<file path="config.mk">
export PLATFORM = sky130hd
export DESIGN_NAME = alu_exec
export DESIGN_NICKNAME = d
export VERILOG_FILES = /design/src/rtl/alu_exec.sv
export SDC_FILE = /design/constraint.sdc
export NUM_CORES = 1
export LEC_CHECK = 0
export CAP_MARGIN = 20
export CORE_MARGIN = 2
export CORE_UTILIZATION = 48
export DETAILED_ROUTE_END_ITERATION = 12
export GPL_TIMING_DRIVEN = 1
export PLACE_DENSITY = 0.78
export SETUP_SLACK_MARGIN = 0.1
export SYNTH_ARGS = -nofsm -noshare
export SYNTH_HDL_FRONTEND = slang
export SYNTH_SLANG_ARGS = --single-unit
</file>
<file path="constraint.sdc">
create_clock -name Clk -period 3.57 [get_ports Clk]
set_clock_uncertainty 0.05 [all_clocks]
set_input_delay 0.8925 -clock Clk [delete_from_list [all_inputs] [get_ports Clk]]
set_output_delay 0.8925 -clock Clk [all_outputs]
set_load 0.05 [all_outputs]
</file>
<file path="src/rtl/alu_exec.sv">
// alu_exec: ALU execute stage with single-cycle ops and registered flags.
// Define ALU_EXEC_MUL_EN to build opcode 8 as a 4-step shift-add multiply.
module alu_exec #(
    parameter int WIDTH = 4
) (
    input  logic               Clk,
    input  logic               Reset,
    input  logic               Start,
    input  logic [WIDTH-1:0]   A,
    input  logic [WIDTH-1:0]   B,
    input  logic [3:0]         M,
    output logic [2*WIDTH-1:0] Result,
    output logic               Carry,
    output logic               Zero,
    output logic               Ovf,
    output logic               Err,
    output logic               Busy,
    output logic               Done
);

    localparam logic [3:0] OP_ADD = 4'd0;
    localparam logic [3:0] OP_SUB = 4'd1;
    localparam logic [3:0] OP_AND = 4'd2;
    localparam logic [3:0] OP_OR  = 4'd3;
    localparam logic [3:0] OP_XOR = 4'd4;
    localparam logic [3:0] OP_NOT = 4'd5;
    localparam logic [3:0] OP_SHL = 4'd6;
    localparam logic [3:0] OP_SHR = 4'd7;
    localparam logic [3:0] OP_CMP = 4'd9;

    logic [2*WIDTH-1:0] res_q;
    logic               carry_q;
    logic               zero_q;
    logic               ovf_q;
    logic               err_q;
    logic               done_q;

    logic [WIDTH:0]     add_w;
    logic [WIDTH:0]     sub_w;
    logic               add_ovf;
    logic               sub_ovf;

    logic [WIDTH-1:0]   alu_res;
    logic               alu_c;
    logic               alu_z;
    logic               alu_v;
    logic               alu_e;

    assign add_w   = {1'b0, A} + {1'b0, B};
    assign sub_w   = {1'b0, A} - {1'b0, B};
    assign add_ovf = (A[WIDTH-1] == B[WIDTH-1]) &&
                     (add_w[WIDTH-1] != A[WIDTH-1]);
    assign sub_ovf = (A[WIDTH-1] != B[WIDTH-1]) &&
                     (sub_w[WIDTH-1] != A[WIDTH-1]);

    // Opcode 8 falls to default here; the multiply path intercepts it first.
    always_comb begin
        alu_res = '0;
        alu_c   = 1'b0;
        alu_v   = 1'b0;
        alu_e   = 1'b0;
        case (M)
            OP_ADD: begin
                alu_res = add_w[WIDTH-1:0];
                alu_c   = add_w[WIDTH];
                alu_v   = add_ovf;
            end
            OP_SUB: begin
                alu_res = sub_w[WIDTH-1:0];
                alu_c   = sub_w[WIDTH];
                alu_v   = sub_ovf;
            end
            OP_AND: alu_res = A & B;
            OP_OR:  alu_res = A | B;
            OP_XOR: alu_res = A ^ B;
            OP_NOT: alu_res = ~A;
            OP_SHL: begin
                alu_res = {A[WIDTH-2:0], 1'b0};
                alu_c   = A[WIDTH-1];
            end
            OP_SHR: begin
                alu_res = {1'b0, A[WIDTH-1:1]};
                alu_c   = A[0];
            end
            OP_CMP: begin
                alu_c   = sub_w[WIDTH];
                alu_v   = sub_ovf;
            end
            default: alu_e = 1'b1;
        endcase
    end

    assign alu_z = (M == OP_CMP) ? (A == B) : (alu_res == '0);

`ifdef ALU_EXEC_MUL_EN
    localparam int         CW     = $clog2(WIDTH);
    localparam logic [3:0] OP_MUL = 4'd8;

    typedef enum logic {
        S_IDLE = 1'b0,
        S_MUL  = 1'b1
    } state_e;

    state_e             state_q;
    logic               busy_q;
    logic [2*WIDTH-1:0] mcand_q;
    logic [WIDTH-1:0]   mplier_q;
    logic [2*WIDTH-1:0] acc_q;
    logic [2*WIDTH-1:0] acc_d;
    logic [CW-1:0]      cnt_q;

    assign acc_d = acc_q + (mplier_q[0] ? mcand_q : '0);
    assign Busy  = busy_q;
`else
    assign Busy  = 1'b0;
`endif

    always_ff @(posedge Clk) begin
        if (Reset) begin
            res_q   <= '0;
            carry_q <= 1'b0;
            zero_q  <= 1'b0;
            ovf_q   <= 1'b0;
            err_q   <= 1'b0;
            done_q  <= 1'b0;
`ifdef ALU_EXEC_MUL_EN
            state_q  <= S_IDLE;
            busy_q   <= 1'b0;
            mcand_q  <= '0;
            mplier_q <= '0;
            acc_q    <= '0;
            cnt_q    <= '0;
`endif
        end else begin
            done_q <= 1'b0;
`ifdef ALU_EXEC_MUL_EN
            if (state_q == S_MUL) begin
                acc_q    <= acc_d;
                mcand_q  <= mcand_q << 1;
                mplier_q <= mplier_q >> 1;
                cnt_q    <= cnt_q + 1'b1;
                if (cnt_q == CW'(WIDTH - 1)) begin
                    res_q   <= acc_d;
                    carry_q <= 1'b0;
                    ovf_q   <= 1'b0;
                    zero_q  <= (acc_d == '0);
                    err_q   <= 1'b0;
                    done_q  <= 1'b1;
                    busy_q  <= 1'b0;
                    state_q <= S_IDLE;
                end
            end else
`endif
            if (Start) begin
`ifdef ALU_EXEC_MUL_EN
                if (M == OP_MUL) begin
                    mcand_q  <= {{WIDTH{1'b0}}, A};
                    mplier_q <= B;
                    acc_q    <= '0;
                    cnt_q    <= '0;
                    busy_q   <= 1'b1;
                    state_q  <= S_MUL;
                end else
`endif
                begin
                    res_q   <= {{WIDTH{1'b0}}, alu_res};
                    carry_q <= alu_c;
                    zero_q  <= alu_z;
                    ovf_q   <= alu_v;
                    err_q   <= alu_e;
                    done_q  <= 1'b1;
                end
            end
        end
    end

    assign Result = res_q;
    assign Carry  = carry_q;
    assign Zero   = zero_q;
    assign Ovf    = ovf_q;
    assign Err    = err_q;
    assign Done   = done_q;

endmodule

</file>
==> flow_summary_export.csv, run 1 <==
group,metric,value,unit
finish,seqCellArea,180,µm²
setup_path,cp_slowest_cell,"clkdlybuf4s50_1",
yosys,ys_warn_count,0,
timing,rsz0062_at_grt,"no",
yosys,seq_area_frac_synth,0.156,
setup_path,crit_path_max_incr_delay,560,ps
yosys,ys_types,51,
finish,num_antenna_cells,0,
pwr,p_int,217,µW
yosys,synthArstFlopShare,0,
die,fp-row-count,17,
finish,layout_commonest_cell,"clkdlybuf4s50_1",
clock_network,cts_buffers,3,
pwr,finalPower,360,µW
routing,wire_per_inst,13.9,µm
clock_network,ctsHoldBuffers,0,
clock_network,clk_transition_reported_paths,60,ps
pwr,p_sw,142,µW
setup_path,path_class,"in -> reg",
routing,drt-total-wl,2.61,mm
global_routing,grt_max_degree,18,
setup_path,critPathRequiredTime,3670,ps
finish,fill_cells,215,
timing,slew_headroom,0.635,
finish,num-nets-final,189,
clock_network,clock_path_buffers,2,
routing,drtIter0Drc,32,
pwr,p_leak,0.579,nW
routing,drc_errors,0,
yosys,synth_edf_count,0,
finish,final_cell_mix,"clkdlybuf4s50_1 (23), inv_1 (13), ha_1 (12)",
die,initial_core_util,0.516,
timing,finalSetupViolCount,0,
placement,dp_hpwl,2.06,mm
global_routing,grt_pass1_wl,4.42,mm
setup_path,crit_family,"compound AO/OA/AOI/OAI gates",
finish,multiInputGateArea,833,µm²
timing,period_minus_slack,3050,ps
setup_path,worst-path-buf-inv,2,
die,core_area,2230,µm²
placement,io_buffers,23,
hold_path,hold_class,"reg -> reg",
timing,fin_tns_setup,0,ps
pwr,power_density,264,nW/µm²
timing,timing.fmax,328,MHz
setup_path,cp.arrival,3150,ps
setup_path,path_max_fanout,5,
pwr,combPwrFrac,0.478,
yosys,syn_area,1150,µm²
yosys,syn_area_per_cell,8.12,µm²
die,die_area,2810,µm²
pwr,vdd_ir_drop_max,0.000269,V
routing,dr.pass1.iters,4,
global_routing,first_global_vias,982,
die,dieWidth,53.0,µm
timing,worst_slew_pin_slew,546,ps
pwr,clkPwrFrac,0.215,
clock_network,htreeDepth,1,
finish,area_growth,18.1,%
clock_network,cts-root-buf,"clkbuf_4",
die,io_pins,29,
clock_network,cts.sinks,9,
yosys,synth_seq_cells,9,
timing,period_share,0.855,
placement,gp_congestion,0.875,
finish,final_layout_size_suffix_gt1_frac,0.0692,
timing,finalHoldViolCount,0,
setup_path,start_kind,"input pin",
run,maxCapViolCount,0,
setup_path,path_cells,"clkdlybuf4s50_1, inv_1, ha_1, fa_1, xnor2_1, o311ai_1, a22oi_1, o22a_1, a41o_1",
global_routing,antenna_found_initial,0,
pwr,seqPwrFrac,0.307,
routing,routed-via-count,1085,
setup_path,end_kind,"flop",
run_status,status,"complete, no violations",
timing,slew_viol_final,0,
global_routing,grt_usage,0.208,
routing,final_antenna_net_count,0,
clock_network,post_cts_resized,0,
yosys,synth_ff_type,"dfxtp_1",
yosys,netlist_instances,142,
clock_network,post_cts_buffers,0,
pwr,swShare,0.395,
global_routing,grt_overflow,0,
clock_network,clock_latency,260,ps
die,dieHeight,53.0,µm
clock_network,cts_tree,"built",
routing,vias_per_cell,5.80,
==> per-stage QoR <==
step            util  hold WS (ps)  cell area (µm²)  cells  worst slack (ps)
2_1_floorplan      -           641             1170    146              1020
5_1_grt        0.610           450             1360    187               390
4_1_cts        0.610           432             1360    187               540
6_report       0.610           429             1360    187               517
3_5_place_dp   0.598           421             1340    183               278
3_3_place_gp   0.598           408             1340    183               326
==> cells in the mapped netlist, types with 2 or more instances <==
library cell  number  share of area
a31oi_1            2          0.011
inv_1             13          0.042
buf_4              8          0.052
o22ai_1            2          0.011
o21bai_1           3          0.020
dfxtp_1            9           0.16
nor2b_1            3          0.016
nand3_1            4          0.017
nor2_1            11          0.036
nand2_1            2         0.0065
mux2_2             2          0.020
fa_1               2          0.035
o21a_1             2          0.013
nand4_1            2          0.011
a21o_1             2          0.013
nor3_1             3          0.013
a211oi_1           2          0.013
a211oi_2           2          0.022
nand2b_1           6          0.033
buf_6              2          0.020
mux2i_1            3          0.026
buf_2              3          0.013
a21oi_1           11          0.048
o211ai_1           2          0.013
xnor2_1            3          0.023
ha_1              12           0.13
o221ai_1           2          0.015
==> area by class of cell <==
| cell class | count | share of cell area |
|---|---|---|
| multi-input cells | 109 | 0.612 |
| repair buffers | 24 | 0.175 |
| flip-flops and latches | 9 | 0.132 |
| inverters | 13 | 0.0358 |
| well taps | 28 | 0.0257 |
| clock buffers | 4 | 0.0193 |
==> registers in the layout, indices dropped and copies added (netlist names) <==
| signal | count |
|---|---|
| Ovf | 1 |
| Carry | 1 |
| Err | 1 |
| Done | 1 |
| Result | 4 |
| Zero | 1 |
==> layer usage <==
layer / up-vias / track usage / routed length [µm]
met5: - / 0 / 0
met4: 0 / 0 / 0
met3: 0 / 0.0508 / 166
met2: 37 / 0.356 / 1280
met1: 517 / 0.279 / 1160
li1: 531 / - / -
==> cell families after synthesis <==
| logic type | share of synthesized area |
|---|---|
| adders and majority gates | 0.165 |
| DFF | 0.156 |
| buffers and inverters | 0.134 |
| other | 0.00325 |
| muxes | 0.0456 |
| and+or+nand+nor | 0.193 |
| AOI/OAI and AO/OA | 0.280 |
| xor gates and xnor gates | 0.0228 |
==> worst paths after layout <==
kind / slack [ps] / end / depth (start not counted) / start
min reg2reg: 430 / Result[1] / 2 / Result[1]
min: 430 / Result[1] / 2 / Result[1]
max reg2reg: 2520 / Zero / 3 / Zero
max: 520 / Zero / 9 / A[0]
==> power groups by stage <==
stage	combinational [mW]	sequential [mW]	clock [mW]
6_report	0.172	0.110	0.0774
3_5_place_dp	0.170	0.113	0
4_1_cts	0.171	0.110	0.0802
5_1_grt	0.186	0.111	0.0872
2_1_floorplan	0.105	0.135	0
3_3_place_gp	0.168	0.112	0
==> worst register-to-register path: stages, from the launching register on <==
cell,delay [ps]
dfxtp_1,350
o21bai_1,90
a2111oi_2,300
a41o_1,200
Note: power is estimated with default switching activity, not from simulation.
==> run 2: changes to the inputs <==
Settings changed: GPL_TIMING_DRIVEN 1 to default.
==> results of run 2 <==
Final layout, timing and power as in run 1 (identical DEF).
==> run 3: changes to the inputs <==
Settings changed: SKIP_LAST_GASP from default to 1.
==> results of run 3 <==
Final layout, timing and power as in run 1 (identical DEF).
